**src/rtl/board_read_arbiter.sv**
```systemverilog
// rtl/board_read_arbiter.sv - shared board-memory read port arbiter with registered response path
//
// Arbitrates the single board_rw read port between the victory checker,
// the display scanner and the auxiliary lookahead reader. The checker has
// fixed top priority; display and aux share the remaining slots
// round-robin. Grants are combinational. The granted address is
// registered onto mem_r_row/mem_r_col (stage A), and the returned
// mem_data is registered into rsp_data with a per-requester valid strobe
// (stage B). Fixed latency from grant to valid is 2 cycles, with one
// grant per cycle and full throughput.
//
// Optional feature macro: BOARD_ARB_STARVE_EN
//   When defined, display and aux each keep a wait counter. A requester
//   whose counter has reached STARVE_LIMIT outranks the checker, and
//   display wins if both are starved. chk_lock still overrides.
//
// Ports:
//   clk, rst_n                  clock, asynchronous active-low reset
//   chk_req/disp_req/aux_req    read requests (held with address until gnt)
//   chk_row/disp_row/aux_row    requested row (ROW_BITS)
//   chk_col/disp_col/aux_col    requested column (COL_BITS)
//   chk_lock                    while high only the checker may be granted
//   chk_gnt/disp_gnt/aux_gnt    combinational accept, one-hot or zero
//   chk_valid/disp_valid/aux_valid  registered one-cycle response strobe
//   rsp_data                    registered response data, shared
//   mem_r_row/mem_r_col         registered read address to board_rw
//   mem_data                    combinational read data from board_rw

module board_read_arbiter #(
  parameter int ROW_BITS     = 3,
  parameter int COL_BITS     = 3,
  parameter int DATA_BITS    = 2,
  parameter int STARVE_LIMIT = 15,
  parameter int WAIT_BITS    = 4
) (
  input  logic                 clk,
  input  logic                 rst_n,
  input  logic                 chk_req,
  input  logic                 disp_req,
  input  logic                 aux_req,
  input  logic [ROW_BITS-1:0]  chk_row,
  input  logic [ROW_BITS-1:0]  disp_row,
  input  logic [ROW_BITS-1:0]  aux_row,
  input  logic [COL_BITS-1:0]  chk_col,
  input  logic [COL_BITS-1:0]  disp_col,
  input  logic [COL_BITS-1:0]  aux_col,
  input  logic                 chk_lock,
  output logic                 chk_gnt,
  output logic                 disp_gnt,
  output logic                 aux_gnt,
  output logic                 chk_valid,
  output logic                 disp_valid,
  output logic                 aux_valid,
  output logic [DATA_BITS-1:0] rsp_data,
  output logic [ROW_BITS-1:0]  mem_r_row,
  output logic [COL_BITS-1:0]  mem_r_col,
  input  logic [DATA_BITS-1:0] mem_data
);

  // Owner tag carried alongside the stage A address.
  localparam logic [1:0] OWN_NONE = 2'd0;
  localparam logic [1:0] OWN_CHK  = 2'd1;
  localparam logic [1:0] OWN_DISP = 2'd2;
  localparam logic [1:0] OWN_AUX  = 2'd3;

  // The wait counters must be able to reach STARVE_LIMIT.
  if (STARVE_LIMIT >= (1 << WAIT_BITS)) begin : g_bad_cfg
    $error("WAIT_BITS too narrow to hold STARVE_LIMIT");
  end

  logic       rr_aux;        // 0: display favoured on a tie, 1: aux favoured
  logic       disp_starved;
  logic       aux_starved;
  logic [1:0] a_owner;

`ifdef BOARD_ARB_STARVE_EN
  localparam logic [WAIT_BITS-1:0] LIMIT = WAIT_BITS'(STARVE_LIMIT);

  logic [WAIT_BITS-1:0] disp_wait;
  logic [WAIT_BITS-1:0] aux_wait;

  assign disp_starved = disp_req && (disp_wait == LIMIT);
  assign aux_starved  = aux_req  && (aux_wait  == LIMIT);

  // Count only cycles spent waiting; any grant or dropped request restarts.
  always_ff @(posedge clk or negedge rst_n) begin
    if (!rst_n) begin
      disp_wait <= '0;
      aux_wait  <= '0;
    end else begin
      if (!disp_req || disp_gnt)
        disp_wait <= '0;
      else if (disp_wait != LIMIT)
        disp_wait <= disp_wait + 1'b1;

      if (!aux_req || aux_gnt)
        aux_wait <= '0;
      else if (aux_wait != LIMIT)
        aux_wait <= aux_wait + 1'b1;
    end
  end
`else
  assign disp_starved = 1'b0;
  assign aux_starved  = 1'b0;
`endif

  // Grant selection. Depends only on requests, lock and local state, so
  // there is no path from one requester's req back to another's req.
  always_comb begin
    chk_gnt  = 1'b0;
    disp_gnt = 1'b0;
    aux_gnt  = 1'b0;
    if (chk_lock)
      chk_gnt = chk_req;
    else if (disp_starved)
      disp_gnt = 1'b1;
    else if (aux_starved)
      aux_gnt = 1'b1;
    else if (chk_req)
      chk_gnt = 1'b1;
    else if (disp_req && (!aux_req || !rr_aux))
      disp_gnt = 1'b1;
    else if (aux_req)
      aux_gnt = 1'b1;
  end

  // Round-robin pointer: after serving one of disp/aux, favour the other.
  always_ff @(posedge clk or negedge rst_n) begin
    if (!rst_n)
      rr_aux <= 1'b0;
    else if (disp_gnt)
      rr_aux <= 1'b1;
    else if (aux_gnt)
      rr_aux <= 1'b0;
  end

  // Stage A: registered read address plus owner tag. The address holds
  // when nothing is granted; the tag drops to NONE so no response follows.
  always_ff @(posedge clk or negedge rst_n) begin
    if (!rst_n) begin
      mem_r_row <= '0;
      mem_r_col <= '0;
      a_owner   <= OWN_NONE;
    end else begin
      if (chk_gnt) begin
        mem_r_row <= chk_row;
        mem_r_col <= chk_col;
        a_owner   <= OWN_CHK;
      end else if (disp_gnt) begin
        mem_r_row <= disp_row;
        mem_r_col <= disp_col;
        a_owner   <= OWN_DISP;
      end else if (aux_gnt) begin
        mem_r_row <= aux_row;
        mem_r_col <= aux_col;
        a_owner   <= OWN_AUX;
      end else begin
        a_owner   <= OWN_NONE;
      end
    end
  end

  // Stage B: capture board data and raise the owner's strobe.
  always_ff @(posedge clk or negedge rst_n) begin
    if (!rst_n) begin
      rsp_data   <= '0;
      chk_valid  <= 1'b0;
      disp_valid <= 1'b0;
      aux_valid  <= 1'b0;
    end else begin
      chk_valid  <= (a_owner == OWN_CHK);
      disp_valid <= (a_owner == OWN_DISP);
      aux_valid  <= (a_owner == OWN_AUX);
      if (a_owner != OWN_NONE)
        rsp_data <= mem_data;
    end
  end

endmodule

```
**config.mk**
```make
export PLATFORM = sky130hd
export DESIGN_NAME = board_read_arbiter
export DESIGN_NICKNAME = d
export VERILOG_FILES = /design/src/rtl/board_read_arbiter.sv
export SDC_FILE = /design/constraint.sdc
export NUM_CORES = 1
export LEC_CHECK = 0
export BUFFER_PORTS_ARGS = -buffer_cell sky130_fd_sc_hd__buf_2
export CORE_MARGIN = 4
export CORE_UTILIZATION = 39
export CTS_CLUSTER_SIZE = 10
export DETAILED_ROUTE_END_ITERATION = 10
export GPL_TIMING_DRIVEN = 0
export HOLD_SLACK_MARGIN = 0.08
export PLACE_DENSITY = 0.74
export SLEW_MARGIN = 10
export SYNTH_ARGS = -nofsm -noshare
export SYNTH_HDL_FRONTEND = slang
export SYNTH_SLANG_ARGS = --single-unit
```
**constraint.sdc**
```tcl
create_clock -name clk -period 1 [get_ports clk]
set_input_delay 0.1 -clock clk [delete_from_list [all_inputs] [get_ports clk]]
set_output_delay 0.1 -clock clk [all_outputs]
set_load 0.005 [all_outputs]
```
==> Yosys cells after proc, flatten, opt, wreduce, memory -nomap -nowiden <==
Cells that the tools add are included.
{ "classes": {"n_shift": 0, "n_addsub": 0, "n_bitwise": 0, "div": 0, "n_eq_ne": 3, "magnitude_cmp": 0, "reduce_logical": 7, "mul": 0, "n_mux": 20} }
{ "ops": {"columns": ["op", "count"], "rows": [
  ["3-bit 2-to-1 mux", 6],
  ["1-bit 2-to-1 mux", 11],
  ["2-bit 2-to-1 mux", 3],
  ["2-bit == test (second input constant)", 2],
  ["2-bit nonzero test", 2],
  ["3-bit nonzero test", 1],
  ["2-bit by 1-bit == test with 1-bit output (second input constant)", 1],
  ["1-bit logical NOT", 2],
  ["1-bit logical AND", 1],
  ["1-bit logical OR", 1]
]} }
{ "totals": {"ramBits": 0, "elab_cells": 38, "mem_count": 0, "latch_bits": 0, "output_inout_bits": 14, "reg_bits": 14, "romBits": 0} }

==> Logic depth before layout (Yosys ltp) <==
Gate-level depths: netlist of run 1.
{ "depth": {"depth_word": 9, "ltp_mapped": 4, "ltp_nobuf": 3} }

==> Least setup slack after synthesis of run 1 <==
Ideal clock, no wire load.
{ "synth_path": {"kind": "reg2reg", "start": "reg a_owner[0]", "end": "reg rsp_data[0]", "arrival_ps": 853, "slack_ps": 22, "synth_period_minus_slack_ps": 978, "path_stages_with_launch": 3, "setup_time_ps": 125, "path_cell_list": "dfrtp_1 > nor2_1 > mux2_2"} }
{ "synth_between": {"elab_chain_len": 1} }
{ "synth_rtl": {"columns": ["item", "line_no", "text"], "rows": [
  ["start: declaration", "74", "logic [1:0] a_owner;"],
  ["start signal: assignment", "143", "a_owner <= OWN_NONE;"],
  ["start signal: assignment", "148", "a_owner <= OWN_CHK;"],
  ["start signal: assignment", "152", "a_owner <= OWN_DISP;"],
  ["2-bit nonzero test", "174", "if (a_owner != OWN_NONE)"],
  ["end signal: assignment", "175", "rsp_data <= mem_data;"],
  ["end: declaration", "54", "output logic [DATA_BITS-1:0] rsp_data,"]
]} }
No other way between the ends.
A chain may end at the register's enable or synchronous reset.

==> Final worst setup path of run 1 <==
{ "layout_path": {"start": "reg rr_aux", "end": "out aux_gnt"} }
{ "layout_between": {"elab_chain_len": 6} }
{ "layout_rtl": {"columns": ["item", "line_no", "text"], "rows": [
  ["start: declaration", "71", "logic rr_aux;"],
  ["start signal: assignment", "130", "rr_aux <= 1'b0;"],
  ["start signal: assignment", "132", "rr_aux <= 1'b1;"],
  ["start signal: assignment", "134", "rr_aux <= 1'b0;"],
  ["1-bit logical NOT", "121", "else if (disp_req && (!aux_req || !rr_aux))"],
  ["1-bit logical OR", "121", null],
  ["1-bit logical AND", "121", null],
  ["1-bit 2-to-1 mux", "121", null],
  ["1-bit 2-to-1 mux", "119", "else if (chk_req)"],
  ["1-bit 2-to-1 mux", "113", "if (chk_lock)"],
  ["end: declaration", "50", "output logic aux_gnt,"]
]} }
No other way between the ends.

==> results by group, run 1 <==
Floorplanning
  – Area of the die: 2690 sq um
  – Die W: 51.9 um
  – FP Rows: 15
  – Die height: 51.9 um
  – Core area: 1780 sq um
  – # IOs: 40
  – Initial Util: 42.1%

Clocking
  – Clk_lat worst skew: 0.28 ns
  – Root buffer selected by CTS: clkbuf_4
  – TritonCTS buffer count: 3
  – CTS Sinks: 14
  – Clock buffer depth: 2
  – TritonCTS clock tree: yes
  – CTS clk-pin slew, worst paths: 0.09 ns
  – CTS H-tree lvls: 1

Detailed routing
  – # DRC: 0
  – DRT Wirelength: 1980 um
  – Pre-Repair DR Iteration Count: 4
  – Vias per Instance: 4.99
  – DRT iter0 DRCs: 8
  – Final ANT Viol Nets: 0
  – Routed via count: 738
  – DR WL/cell: 13.3 um

Critical path
  – Worst EP required: 0.90 ns
  – CP arrival: 1.11 ns
  – Crit-path max cell delay: 0.39 ns
  – Type of origin of the critical path: flop
  – Sequence of cells on the critical path: nand2b_1 -> nand3b_1 -> nor2_1 -> buf_2
  – Worst R2R Path Depth: 5
  – Worst setup EP type: output port
  – Crit-path slowest cell: dfrtp_1
  – Critical path peak fanout: 2
  – Setup CP Type: reg2out

Final layout
  – Final cell count without fillers: 148
  – Share of cells above drive strength 1: 52.0%
  – Area growth syn-to-layout: 52.8%
  – Layout Utilization: 64.4%
  – Inserted Diodes: 0
  – Finished Cell Area: 1150 sq um
  – NumNets Final: 150
  – Fillcell total: 150

Place
  – Number of port buffers: 38
  – RePlAce Congestion: 0.741
  – Dpl hpwl: 1430 um
  – Placed Area: 972 sq um
  – Post-Place Worst Slack: -0.310 ns
  – Placed Cells: 135

Logic synthesis
  – Post-synth ARST share: 100%
  – Largest family of logic cells by synthesized area: simple AND/OR/NAND/NOR gates
  – Mux share of post-synthesis cell area: 11.0%
  – Avg Cell Area, Syn: 10.4 sq um
  – Ys Warns: 0
  – Yosys reg bits: 14
  – Cell taking the most area after synthesis: dfrtp_1
  – Yosys top cell area share: 46.7%
  – Xor-xnor portion of the synthesized cell area: 0%
  – Seq/Total Area, Yosys: 46.7%
  – Distinct cells, synth: 20
  – Compound-gate portion of the synthesized area: 13.3%
  – Simple-gate share of the synthesized area: 22.8%
  – Synthesized area: 751 sq um
  – Post-synth EDFFs: 0
  – Area share of fa/ha/maj cells after synthesis: 0%
  – Synth area leaders: dfrtp_1 (47%), mux2i_1 (8.0%), a32oi_1 (7.0%), and2b_1 (5.0%), nand3_1 (4.0%)
  – Synth Net Count: 98
  – Post-synth top flop: dfrtp_1
  – Gate Count Post-Synth: 72

STA
  – Highest clock rate: 829 MHz
  – Clk_skew: 0.00190 ns
  – Max-slew headroom: 60.8%
  – Final Slew Violations: 0
  – Setup violations, final: 9
  – Final worst slack: -0.207 ns
  – Setup repair after global routing missed its margin: true
  – Final min period: 1.21 ns
  – Hold Vio Cnt, Final: 0
  – Least-Margin Pin Slew: 0.587 ns
  – Fin crit share: 121%
  – Worst Hold Slack: 0.101 ns

Power
  – Clock share of power: 27.3%
  – Pleak: 0.000580 uW
  – Switching share of power: 28.0%
  – Combinational fraction of design power: 29.4%
  – Sw Pwr: 425 uW
  – Internal power: 1090 uW
  – Max VDD drop: 0.736 mV
  – Power density over the cells: 1320 nW/um^2
  – Fraction of power consumed by sequential logic: 43.3%

Run
  – Max-cap violations: 0

Hold path
  – Worst hold path depth: 3
  – Worst Hold Class: in2reg

Global routing
  – Largest net degree at the start of global routing: 15
  – Remaining Overflow, GRT: 0
  – Vias in the first global route: 738
  – GRT Overall Usage: 16.1%
  – First-pass GRT wire length: 3200 um
  – Initial antenna violation count: 0

Run status
  – Run status: complete, but fails checks
  – Failing checks: negative setup slack
[final timing paths]
kind,to,slack (ns),startpoint
min in group asynchronous,disp_valid$_DFF_PN0_,0.24,rst_n
worst min register to register,chk_valid$_DFF_PN0_,0.47,a_owner[1]$_DFF_PN0_
worst max-delay path,aux_gnt,-0.21,rr_aux$_DFFE_PN0P_
max in group asynchronous,rsp_data[1]$_DFFE_PN0P_,0.52,rst_n
worst max register to register,mem_r_row[1]$_DFFE_PN0P_,-0.18,rr_aux$_DFFE_PN0P_
worst min-delay path,mem_r_row[2]$_DFFE_PN0P_,0.10,disp_row[2]
[cell usage in the layout, fill, tap and decap left out, types with 4 or more instances in the layout]
cell type   n
inv_1       6
and2b_1     5
o21ai_2     6
nand3_1     6
mux2i_1     6
buf_4       5
dfrtp_1    14
buf_6       4
nor2b_1     4
buf_2      38
a32oi_1     6
[logic make-up (layout without fill, tap and decap cells)]
| logic type | after synthesis | in the layout |
|---|---|---|
| AO/OA/AOI/OAI | 14 | 14 |
| flip-flops | 14 | 14 |
| AND/OR/NAND/NOR | 27 | 27 |
| multiplexers | 8 | 8 |
| buffers and inverters | 9 | 60 |
[per-stage QoR]
| step | TNS (ns) | power (uW) |
|---|---|---|
| 2_1_floorplan | 0 | 829 |
| 3_3_place_gp | -1.95 | 971 |
| 3_5_place_dp | -1.88 | 979 |
| 4_1_cts | -0.875 | 1440 |
| 5_1_grt | -1.67 | 1620 |
| 6_report | -1.35 | 1520 |
[metal layers]
metal | vias up | routed length [um] | GRT usage (%)
met5 | - | 0 | 0
met4 | 0 | 10 | 6.55
met3 | 2 | 171 | 4.58
met2 | 31 | 996 | 28.5
met1 | 348 | 797 | 17.9
li1 | 357 | - | -
[timing repair]
item	in CTS	in global routing
endpoints found under the setup margin	11	10
buffers inserted	2	4
resized for setup	12	11
pin swaps	8	6
hold endpoints to repair	16	0
cloned	0	0
hold buffers	3	0
[synthesized netlist by cell type (2+ instances only)]
library cell	count
nor2b_1	4
and2b_1	5
nand3_1	6
nand2b_1	3
dfrtp_1	14
mux2i_1	6
o21ai_0	6
a32oi_1	6
nor2_1	3
inv_1	6
and2_1	3
mux2_2	2
[worst max-delay path: cells and delay by family, from the launching register on]
kind,cells,cell delay (ns)
flops,1,0.39
buf+inv,1,0.13
simple gates,3,0.31
[final cells by class]
| class | instances | area (sq um) | area share (%) |
|---|---|---|---|
| repair buffers | 47 | 279 | 24.3 |
| inverters | 6 | 22.5 | 1.96 |
| clock buffers | 4 | 36.3 | 3.16 |
| multi-input cells | 49 | 404 | 35.2 |
| well taps | 25 | 31.3 | 2.73 |
| plain buffers | 3 | 23.8 | 2.07 |
| flip-flops and latches | 14 | 350 | 30.5 |
[power groups by stage]
stage	Sequential, uW	Clock (uW)	Combinational, uW
6_report	656	414	446
3_5_place_dp	670	0	309
3_3_place_gp	667	0	304
4_1_cts	660	421	357
2_1_floorplan	673	0	156
5_1_grt	664	459	492
[sequential cells by signal, indices dropped and copies added (netlist names)]
signal / count
mem_r_col: 3
disp_valid: 1
mem_r_row: 3
rsp_data: 2
aux_valid: 1
a_owner: 2
chk_valid: 1
rr_aux: 1
Power figures use the tool's default switching activity.
==> run 2, diff against run 1 <==
==> constraint.sdc (replaced) <==
create_clock -name clk -period 1 [get_ports clk]
set_input_delay 0.05 -clock clk [delete_from_list [all_inputs] [get_ports clk]]
set_output_delay 0.05 -clock clk [all_outputs]
set_load 0.005 [all_outputs]
==> run 2 against run 1 <==
- critical path depth stayed put
- critical path type unchanged
- non-clock buffer count is 5 higher
- register-to-register slack better by 0.08 ns
- routed wire length is 7.6% higher
- largest cell class unchanged
- first-iteration DRC count is 38% lower
- design area is 7.4% higher
- global-route usage is 0.91 points higher
- the run still ends with negative setup slack left
- clock power hardly changed
==> results by group, run 2 (synthesized netlist as in run 1, its figures left out) <==
Clocking
  – CTS clk-pin slew, worst paths: 0.09 ns (about the same)
  – Root buffer selected by CTS: clkbuf_4
  – CTS H-tree lvls: 1 (unchanged)
  – Clock buffer depth: 2 (unchanged)
  – TritonCTS buffer count: 3 (unchanged)
  – CTS Sinks: 14 (unchanged)
  – Clk_lat worst skew: 0.28 ns (about the same)
  – TritonCTS clock tree: yes

Critical path
  – Type of origin of the critical path: flop
  – Worst EP required: 0.95 ns (+0.05 ns)
  – FF-to-FF End: mem_r_col[0]$_DFFE_PN0P_
  – Top delay family on crit path: flip-flops
  – Crit-path slowest cell: dfrtp_1
  – Critical path peak fanout: 2 (unchanged)
  – Setup CP Type: reg2out
  – FF-to-FF Start: rr_aux$_DFFE_PN0P_
  – Worst R2R Path Depth: 4 (-1)
  – CP arrival: 1.13 ns (+0.02 ns)
  – Worst path bufs/invs: 1 (unchanged)
  – R2r setup slk: -0.10 ns (+0.08 ns)
  – Crit-path max cell delay: 0.39 ns (about the same)
  – Sequence of cells on the critical path: nand2b_1 -> nand3b_1 -> nor2_1 -> buf_2
  – Worst setup EP type: output port

Power
  – Power density over the cells: 1250 nW/um^2 (-5.4%)
  – Combinational fraction of design power: 30.3% (+0.9 points)
  – Total Power: 1540 uW (+1.6%)
  – Fraction of power consumed by sequential logic: 42.7% (-0.6 points)
  – Pleak: 0.000604 uW (+4.1%)
  – Internal power: 1100 uW (+0.66%)
  – Sw Pwr: 443 uW (+4.1%)
  – Clock share of power: 27.0% (-0.3 points)
  – Max VDD drop: 0.747 mV (+1.6%)
  – Switching share of power: 28.7% (+0.68 points)

STA
  – Clk_skew: 0.00448 ns (+0.00258 ns)
  – Final Slew Violations: 0 (unchanged)
  – Hold Vio Cnt, Final: 0 (unchanged)
  – Highest clock rate: 847 MHz (+2.3%)
  – Final worst slack: -0.180 ns (+0.0268 ns)
  – Least-Margin Pin Slew: 0.626 ns (+0.0390 ns)
  – Setup repair after global routing missed its margin: true
  – Setup violations, final: 8 (-1)
  – Fin crit share: 118% (-2.7 points)
  – Max-slew headroom: 58.2% (-2.6 points)
  – Final min period: 1.18 ns (-0.0268 ns)

Final layout
  – Final cell count without fillers: 153 (+3.4%)
  – Largest registers: mem_r_col x3, mem_r_row x3
  – Area growth syn-to-layout: 64.2%
  – NumNets Final: 155 (+3.3%)
  – Share of cells above drive strength 1: 53.9% (+1.9 points)
  – Layout Utilization: 69.1% (+4.8 points)
  – Inserted Diodes: 0 (unchanged)
  – Commonest non-fill, non-tap cell in the layout: buf_2
  – Most frequent cells in the layout: buf_2 (38), dfrtp_1 (14), dlygate4sd3_1 (9)

Global routing
  – Initial antenna violation count: 0 (unchanged)
  – Vias in the first global route: 773 (+4.7%)
  – Remaining Overflow, GRT: 0 (unchanged)
  – GRT Overall Usage: 17.0% (+0.91 points)
  – Met2 capacity usage during global routing: 30.1% (+1.7 points)
  – First-pass GRT wire length: 3350 um (+4.7%)
  – Largest net degree at the start of global routing: 15 (unchanged)
  – M3 GR Usage: 4.87% (+0.29 points)
  – Global routing usage on met1: 18.6% (+0.72 points)
  – Gr busiest metal: met2

Hold path
  – Worst Hold End: rr_aux$_DFFE_PN0P_
  – Worst Hold Class: in2reg
  – Worst hold path depth: 2 (-1)
  – Worst hold start: chk_lock

Place
  – Dpl hpwl: 1430 um (unchanged)
  – Number of port buffers: 38 (unchanged)
  – Placed Cells: 135 (unchanged)
  – RePlAce Congestion: 0.741 (unchanged)

Floorplanning
  – Core area: 1780 sq um (unchanged)
  – Area of the die: 2690 sq um (unchanged)
  – FP Rows: 15 (unchanged)
  – Die W: 51.9 um (unchanged)
  – Die height: 51.9 um (unchanged)
  – # IOs: 40 (unchanged)
  – Initial Util: 42.1% (unchanged)

Detailed routing
  – # DRC: 0 (unchanged)
  – Vias per Instance: 5.07 (+1.7%)
  – Final ANT Viol Nets: 0 (unchanged)
  – Routed via count: 776 (+5.1%)
  – DRT iter0 DRCs: 5 (-3)
  – DR WL/cell: 13.9 um (+4.1%)
  – Pre-Repair DR Iteration Count: 4 (unchanged)
  – DRT Wirelength: 2130 um (+7.6%)

Run status
  – Failing checks: negative setup slack
  – Run status: complete, but fails checks

Run
  – Max-cap violations: 0 (unchanged)
==> run 2: power by group through the flow <==
stage	clock, uW	sequential (uW)	combinational (uW)
floorplan	0	673	156
global placement	0	667	304
detailed placement	0	670	309
CTS	421	661	348
global route	459	665	511
finish	416	657	467
==> run 2: cell type report <==
cell class              instances  area (sq um)
plain buffers                   3          23.8
clock buffers                   4          36.3
multi-input cells              49           437
fillers                       137           551
well taps                      25          31.3
repair buffers                 52           332
flip-flops and latches         14           350
inverters                       6          22.5
==> run 2: what timing repair did <==
action,CTS,global route
pin swaps,0,16
hold buffers,9,0
gates resized for setup,7,22
endpoints found under the hold margin,22,0
buffers inserted,1,4
cloned,0,0
endpoints found under the setup margin,11,10
==> run 2: how the worst max path moves through the flow <==
stage | start | to | slack (ns) | cells past startpoint
finish | rr_aux$_DFFE_PN0P_ | aux_gnt | -0.18 | 4
global placement | aux_req | mem_r_row[1]$_DFFE_PN0P_ | -0.27 | 4
detailed placement | aux_req | mem_r_row[1]$_DFFE_PN0P_ | -0.26 | 4
CTS | rr_aux$_DFFE_PN0P_ | aux_gnt | -0.19 | 4
floorplan | a_owner[0]$_DFF_PN0_ | rsp_data[0]$_DFFE_PN0P_ | 0.02 | 2
global route | rr_aux$_DFFE_PN0P_ | aux_gnt | -0.22 | 4
==> run 2: routing by layer <==
metal	vias to the layer above	wire length [um]
li1	367	-
met2	32	1100
met1	372	845
met3	5	155
met4	0	26
met5	-	0
==> run 2: per-stage QoR <==
step           hold WS, ns  setup slack (ns)  setup TNS, ns  area [sq um]
2_1_floorplan       -0.246            0.0218              0           751
3_3_place_gp       -0.0400            -0.267          -1.65           972
3_5_place_dp       -0.0362            -0.260          -1.58           972
4_1_cts             0.0864            -0.191         -0.638          1110
5_1_grt             0.0946            -0.215          -1.01          1230
6_report            0.0919            -0.180         -0.731          1230
